### src/rtl/m_axil_rw.sv
// AXI4-Lite master with one outstanding read or write command, a registered
// completion port and a saturating count of non-OKAY responses.
module m_axil_rw #(
  parameter int ADDR_W   = 32,
  parameter int DATA_W   = 32,
  parameter int ERRCNT_W = 8
) (
  input  logic                  i_clk,
  input  logic                  i_resetn,
  input  logic                  i_cmd_valid,
  output logic                  o_cmd_ready,
  input  logic                  i_cmd_wr,
  input  logic [ADDR_W-1:0]     i_cmd_addr,
  input  logic [DATA_W-1:0]     i_cmd_data,
  input  logic [DATA_W/8-1:0]   i_cmd_strb,
  output logic                  o_rsp_valid,
  input  logic                  i_rsp_ready,
  output logic                  o_rsp_wr,
  output logic [DATA_W-1:0]     o_rsp_data,
  output logic [1:0]            o_rsp_resp,
  output logic [ERRCNT_W-1:0]   o_err_cnt,
  output logic                  m_axi_awvalid,
  input  logic                  m_axi_awready,
  output logic [ADDR_W-1:0]     m_axi_awaddr,
  output logic                  m_axi_wvalid,
  input  logic                  m_axi_wready,
  output logic [DATA_W-1:0]     m_axi_wdata,
  output logic [DATA_W/8-1:0]   m_axi_wstrb,
  input  logic                  m_axi_bvalid,
  output logic                  m_axi_bready,
  input  logic [1:0]            m_axi_bresp,
  output logic                  m_axi_arvalid,
  input  logic                  m_axi_arready,
  output logic [ADDR_W-1:0]     m_axi_araddr,
  input  logic                  m_axi_rvalid,
  output logic                  m_axi_rready,
  input  logic [DATA_W-1:0]     m_axi_rdata,
  input  logic [1:0]            m_axi_rresp
);

  // state   | meaning
  // IDLE    | cmd_ready high, waiting for a command
  // WR_REQ  | AW and W each held until their own handshake
  // WR_RESP | bready high, waiting for B
  // RD_REQ  | arvalid high, waiting for arready
  // RD_RESP | rready high, waiting for R
  // RSP     | completion held until consumed
  typedef enum logic [2:0] {IDLE, WR_REQ, WR_RESP, RD_REQ, RD_RESP, RSP} state_t;

  state_t                state, state_d;
  logic                  cmd_ready_d, rsp_valid_d, rsp_wr_d;
  logic [DATA_W-1:0]     rsp_data_d, wdata_d;
  logic [1:0]            rsp_resp_d;
  logic [ERRCNT_W-1:0]   err_cnt_d;
  logic                  awvalid_d, wvalid_d, bready_d, arvalid_d, rready_d;
  logic [ADDR_W-1:0]     awaddr_d, araddr_d;
  logic [DATA_W/8-1:0]   wstrb_d;
  logic                  err_hit;
  logic                  aw_done, w_done;

  assign aw_done = !m_axi_awvalid || m_axi_awready;
  assign w_done  = !m_axi_wvalid  || m_axi_wready;

  always_comb begin
    state_d     = state;
    cmd_ready_d = o_cmd_ready;
    rsp_valid_d = o_rsp_valid;
    rsp_wr_d    = o_rsp_wr;
    rsp_data_d  = o_rsp_data;
    rsp_resp_d  = o_rsp_resp;
    awvalid_d   = m_axi_awvalid;
    awaddr_d    = m_axi_awaddr;
    wvalid_d    = m_axi_wvalid;
    wdata_d     = m_axi_wdata;
    wstrb_d     = m_axi_wstrb;
    bready_d    = m_axi_bready;
    arvalid_d   = m_axi_arvalid;
    araddr_d    = m_axi_araddr;
    rready_d    = m_axi_rready;
    err_hit     = 1'b0;
    case (state)
      IDLE: begin
        cmd_ready_d = 1'b1;
        if (i_cmd_valid && o_cmd_ready) begin
          cmd_ready_d = 1'b0;
          if (i_cmd_wr) begin
            awaddr_d  = i_cmd_addr;
            wdata_d   = i_cmd_data;
            wstrb_d   = i_cmd_strb;
            awvalid_d = 1'b1;
            wvalid_d  = 1'b1;
            state_d   = WR_REQ;
          end else begin
            araddr_d  = i_cmd_addr;
            arvalid_d = 1'b1;
            state_d   = RD_REQ;
          end
        end
      end
      WR_REQ: begin
        if (m_axi_awvalid && m_axi_awready) awvalid_d = 1'b0;
        if (m_axi_wvalid && m_axi_wready)   wvalid_d  = 1'b0;
        if (aw_done && w_done) begin
          bready_d = 1'b1;
          state_d  = WR_RESP;
        end
      end
      WR_RESP: begin
        if (m_axi_bvalid && m_axi_bready) begin
          bready_d    = 1'b0;
          rsp_resp_d  = m_axi_bresp;
          rsp_wr_d    = 1'b1;
          rsp_data_d  = '0;
          rsp_valid_d = 1'b1;
          err_hit     = (m_axi_bresp != 2'b00);
          state_d     = RSP;
        end
      end
      RD_REQ: begin
        if (m_axi_arvalid && m_axi_arready) begin
          arvalid_d = 1'b0;
          rready_d  = 1'b1;
          state_d   = RD_RESP;
        end
      end
      RD_RESP: begin
        if (m_axi_rvalid && m_axi_rready) begin
          rready_d    = 1'b0;
          rsp_resp_d  = m_axi_rresp;
          rsp_wr_d    = 1'b0;
          rsp_data_d  = m_axi_rdata;
          rsp_valid_d = 1'b1;
          err_hit     = (m_axi_rresp != 2'b00);
          state_d     = RSP;
        end
      end
      RSP: begin
        if (i_rsp_ready) begin
          rsp_valid_d = 1'b0;
          cmd_ready_d = 1'b1;
          state_d     = IDLE;
        end
      end
      default: state_d = IDLE;
    endcase
    err_cnt_d = (err_hit && (o_err_cnt != {ERRCNT_W{1'b1}})) ? o_err_cnt + 1'b1 : o_err_cnt;
  end

  always_ff @(posedge i_clk or negedge i_resetn) begin
    if (!i_resetn) begin
      state         <= IDLE;
      o_cmd_ready   <= 1'b0;
      o_rsp_valid   <= 1'b0;
      o_rsp_wr      <= 1'b0;
      o_rsp_data    <= '0;
      o_rsp_resp    <= '0;
      o_err_cnt     <= '0;
      m_axi_awvalid <= 1'b0;
      m_axi_awaddr  <= '0;
      m_axi_wvalid  <= 1'b0;
      m_axi_wdata   <= '0;
      m_axi_wstrb   <= '0;
      m_axi_bready  <= 1'b0;
      m_axi_arvalid <= 1'b0;
      m_axi_araddr  <= '0;
      m_axi_rready  <= 1'b0;
    end else begin
      state         <= state_d;
      o_cmd_ready   <= cmd_ready_d;
      o_rsp_valid   <= rsp_valid_d;
      o_rsp_wr      <= rsp_wr_d;
      o_rsp_data    <= rsp_data_d;
      o_rsp_resp    <= rsp_resp_d;
      o_err_cnt     <= err_cnt_d;
      m_axi_awvalid <= awvalid_d;
      m_axi_awaddr  <= awaddr_d;
      m_axi_wvalid  <= wvalid_d;
      m_axi_wdata   <= wdata_d;
      m_axi_wstrb   <= wstrb_d;
      m_axi_bready  <= bready_d;
      m_axi_arvalid <= arvalid_d;
      m_axi_araddr  <= araddr_d;
      m_axi_rready  <= rready_d;
    end
  end

endmodule

### config.mk
export PLATFORM = sky130hd
export DESIGN_NAME = m_axil_rw
export DESIGN_NICKNAME = d
export VERILOG_FILES = /design/src/rtl/m_axil_rw.sv
export SDC_FILE = /design/constraint.sdc
export NUM_CORES = 1
export LEC_CHECK = 0
export BUFFER_PORTS_ARGS = -buffer_cell sky130_fd_sc_hd__buf_4
export CAP_MARGIN = 20
export CORE_MARGIN = 2
export CORE_UTILIZATION = 48
export DETAILED_ROUTE_END_ITERATION = 8
export GPL_TIMING_DRIVEN = 0
export PLACE_DENSITY_LB_ADDON = 0.05
export SYNTH_ARGS = -nofsm -noshare
export SYNTH_HDL_FRONTEND = slang
export SYNTH_SLANG_ARGS = --single-unit
### constraint.sdc
create_clock -name i_clk -period 2.7 [get_ports i_clk]
set_clock_uncertainty 0.15 [all_clocks]
set_input_delay 0.54 -clock i_clk [delete_from_list [all_inputs] [get_ports i_clk]]
set_output_delay 0.54 -clock i_clk [all_outputs]
set_load 0.1 [all_outputs]
==> flow_metrics.tcl <==
set metrics [dict create \
    path_cells "buf_4 -> nor3b_2 -> nand2_1 -> and3_1 -> buf_4 -> clkbuf_1 -> o21ai_0" \
    cts_resized 0 \
    synth-edff-count 0 \
    postRouteAntennaNets 0 \
    drtPass1Iterations 6 \
    grt_overflow 0 \
    die_h_microns 117.4 \
    reg2regPathDepth 7 \
    timing.setup.tns_ps 0 \
    cpPeakStageDelay_ps 380 \
    worstSetupEndpointType "register" \
    cap_violations 0 \
    r2r_start "state[1]$_DFFE_PN0P_" \
    antenna_found_initial 0 \
    yosys_warnings 0 \
    arrival_ps 2450 \
    regToRegSetupSlack_ps 420 \
    h-tree-depth 4 \
    antenna_cells 0 \
    rsz0062_at_grt "false" \
    critPathLaunchType "register" \
    tritoncts "done" \
    cts-root-buf "clkbuf_16" \
    whs_path_depth 2 \
    ys.flop_type "dfrtp_1" \
    vias 4861 \
    synthArstFlopShare_pct 100.0 \
    drc 0 \
    ys_seq_elements 153 \
    syn_avg_cell_area_sq_um 13.05 \
    final_area_sq_mm 0.009022 \
    setup_viol 0 \
    hold_start "i_cmd_strb[2]" \
    post-place-ws_ps 379.2 \
    worstSetupPathType "reg -> reg" \
    rr_endpoint "o_rsp_data[7]$_DFFE_PN0P_" \
    tightest_slew_ps 581.1 \
    initial_utilization_pct 49.12 \
    cts_made_buffers 17 \
    drt_iter0_drc 191 \
    crit_family "simple AND/OR/NAND/NOR gates" \
    coreArea_sq_mm 0.01257 \
    grt_pass1_vias 4999 \
    period_needed_ps 2277 \
    critPathMaxFanout 10 \
    grt_pass1_wl_microns 25740 \
    hold_violations 0 \
    synth_cells 473 \
    setup_slack_ps 422.5 \
    period_share_pct 84.35 \
    die_area_sq_mm 0.01378 \
    synthToLayoutAreaGrowth_pct 46.15 \
    die_x_microns 117.4 \
    clock_sinks 153 \
    gp_congestion 0.7968 \
    min_to "m_axi_wstrb[2]$_DFFE_PN0P_" \
    placed_area_sq_mm 0.008394 \
    row_count 41 \
    insertion_delay_ps 420 \
    nets 872 \
    min_path_type "in -> reg" \
    clk_pin_slew_ps 60 \
    cts_hold_buf 1 \
    grt_util_all_layers_pct 23.67 \
    dp_hpwl_microns 11860 \
    cts_buffer_depth 2 \
    status "completed" \
    pin_count 264 \
    yosysUniqueCellTypes 39 \
    viasPerCell 5.160 \
    hold_slack_ps 198.3 \
    fmax_mhz 439.1 \
    critPathMostFrequentCell "buf_4" \
    io_buffers 263 \
    crit_required_ps 2870 \
    drive_gt1_share_pct 54.03 \
    layout_commonest_cell "buf_4" \
    synth_seq_area_share_pct 62.02 \
    routed_wl_microns 15860 \
    relSlewSlack_pct 61.26 \
    path_buf_inv 3 \
    synth_area_sq_mm 0.006173 \
    syn_nets 588 \
    wl_per_cell_microns 16.84 \
    grt_start_max_net_pins 94 \
    cts_setup_buffers 0 \
    crit_slowest_cell "dfrtp_1" \
    slew_viol_final 0 \
    final_cell_mix "buf_4 (267), dfrtp_1 (153), mux2_2 (105)" \
]
cells by family (layout without fill, tap and decap cells):
group	Yosys count	count (layout)	synth area share, %
AO/OA/AOI/OAI	58	58	5.594
XOR/XNOR	5	5	0.7093
adder cells (fa/ha/maj)	1	1	0.2026
buffers and inverters	63	360	4.317
flip-flops	153	153	62.02
multiplexers	105	105	19.15
AND/OR/NAND/NOR	88	88	8.006
layer usage:
layer / vias up / global-route usage (%) / wire, microns
met5: - / 0 / 0
met4: 0 / 8.660 / 316
met3: 26 / 8.755 / 1463
met2: 214 / 40.28 / 8162
met1: 2388 / 27.46 / 5921
li1: 2233 / - / -
sequential cells by signal, indices dropped and copies added (netlist names):
name and flops:
o_rsp_resp 2, m_axi_bready 1, m_axi_awvalid 1, m_axi_araddr 32, o_rsp_data 32, o_rsp_valid 1, m_axi_rready 1, o_rsp_wr 1
state 3, m_axi_wvalid 1, m_axi_awaddr 32, m_axi_wstrb 4, m_axi_arvalid 1, o_err_cnt 8, m_axi_wdata 32, o_cmd_ready 1
synth_stat cells, types with 2 or more instances:
cell      count  share of area (%)
mux2_2      105                 19
clkbuf_1     14               0.85
inv_1        35                2.1
a211oi_1      2               0.24
a21oi_1       9               0.73
nand4_1      35                3.5
and3_1        5               0.51
a31oi_1       3               0.30
nor2b_1       2               0.20
xnor2_1       4               0.57
nand2b_1      2               0.20
o21ai_0      35                2.8
nor2_1        7               0.43
nand2_1      20                1.2
dfrtp_1     153                 62
buf_4         5               0.61
buf_2         9               0.73
nand3_1       7               0.57
final cells by class:
| type | count | area [sq um] |
|---|---|---|
| sequential | 153 | 3829 |
| buffer | 28 | 135.1 |
| clock buffer | 25 | 505.5 |
| clock inverter | 7 | 112.6 |
| multi-input combinational | 257 | 2078 |
| fill | 934 | 3546 |
| inverter | 35 | 131.4 |
| timing repair buffer | 265 | 2016 |
| tap | 172 | 215.2 |
worst max path at each step:
stage	to	startpoint	slack [ps]	cells after the start
floorplan	m_axi_araddr[10]$_DFFE_PN0P_	o_cmd_ready$_DFFE_PN0P_	240	6
global placement	m_axi_araddr[17]$_DFFE_PN0P_	i_resetn	250	1
detailed placement	o_rsp_data[7]$_DFFE_PN0P_	state[1]$_DFFE_PN0P_	380	7
CTS	o_rsp_data[7]$_DFFE_PN0P_	state[1]$_DFFE_PN0P_	390	7
global route	o_rsp_data[7]$_DFFE_PN0P_	state[1]$_DFFE_PN0P_	270	7
finish	o_rsp_data[7]$_DFFE_PN0P_	state[1]$_DFFE_PN0P_	420	7
worst reg2reg max path, stage by stage (launching register included):
cell,delay [ps]
dfrtp_1,380
buf_4,170
nor3b_2,380
nand2_1,270
and3_1,230
buf_4,160
clkbuf_1,200
o21ai_0,240
through the flow:
stage	util, %	std cells
finish	71.79	942
global route	71.79	942
CTS	71.79	942
detailed placement	66.79	909
global placement	66.54	908
floorplan	-	473
Power is left out: the tool's default activity adds up to more than one toggle a clock period on the data nets, which glitch-free logic cannot reach.
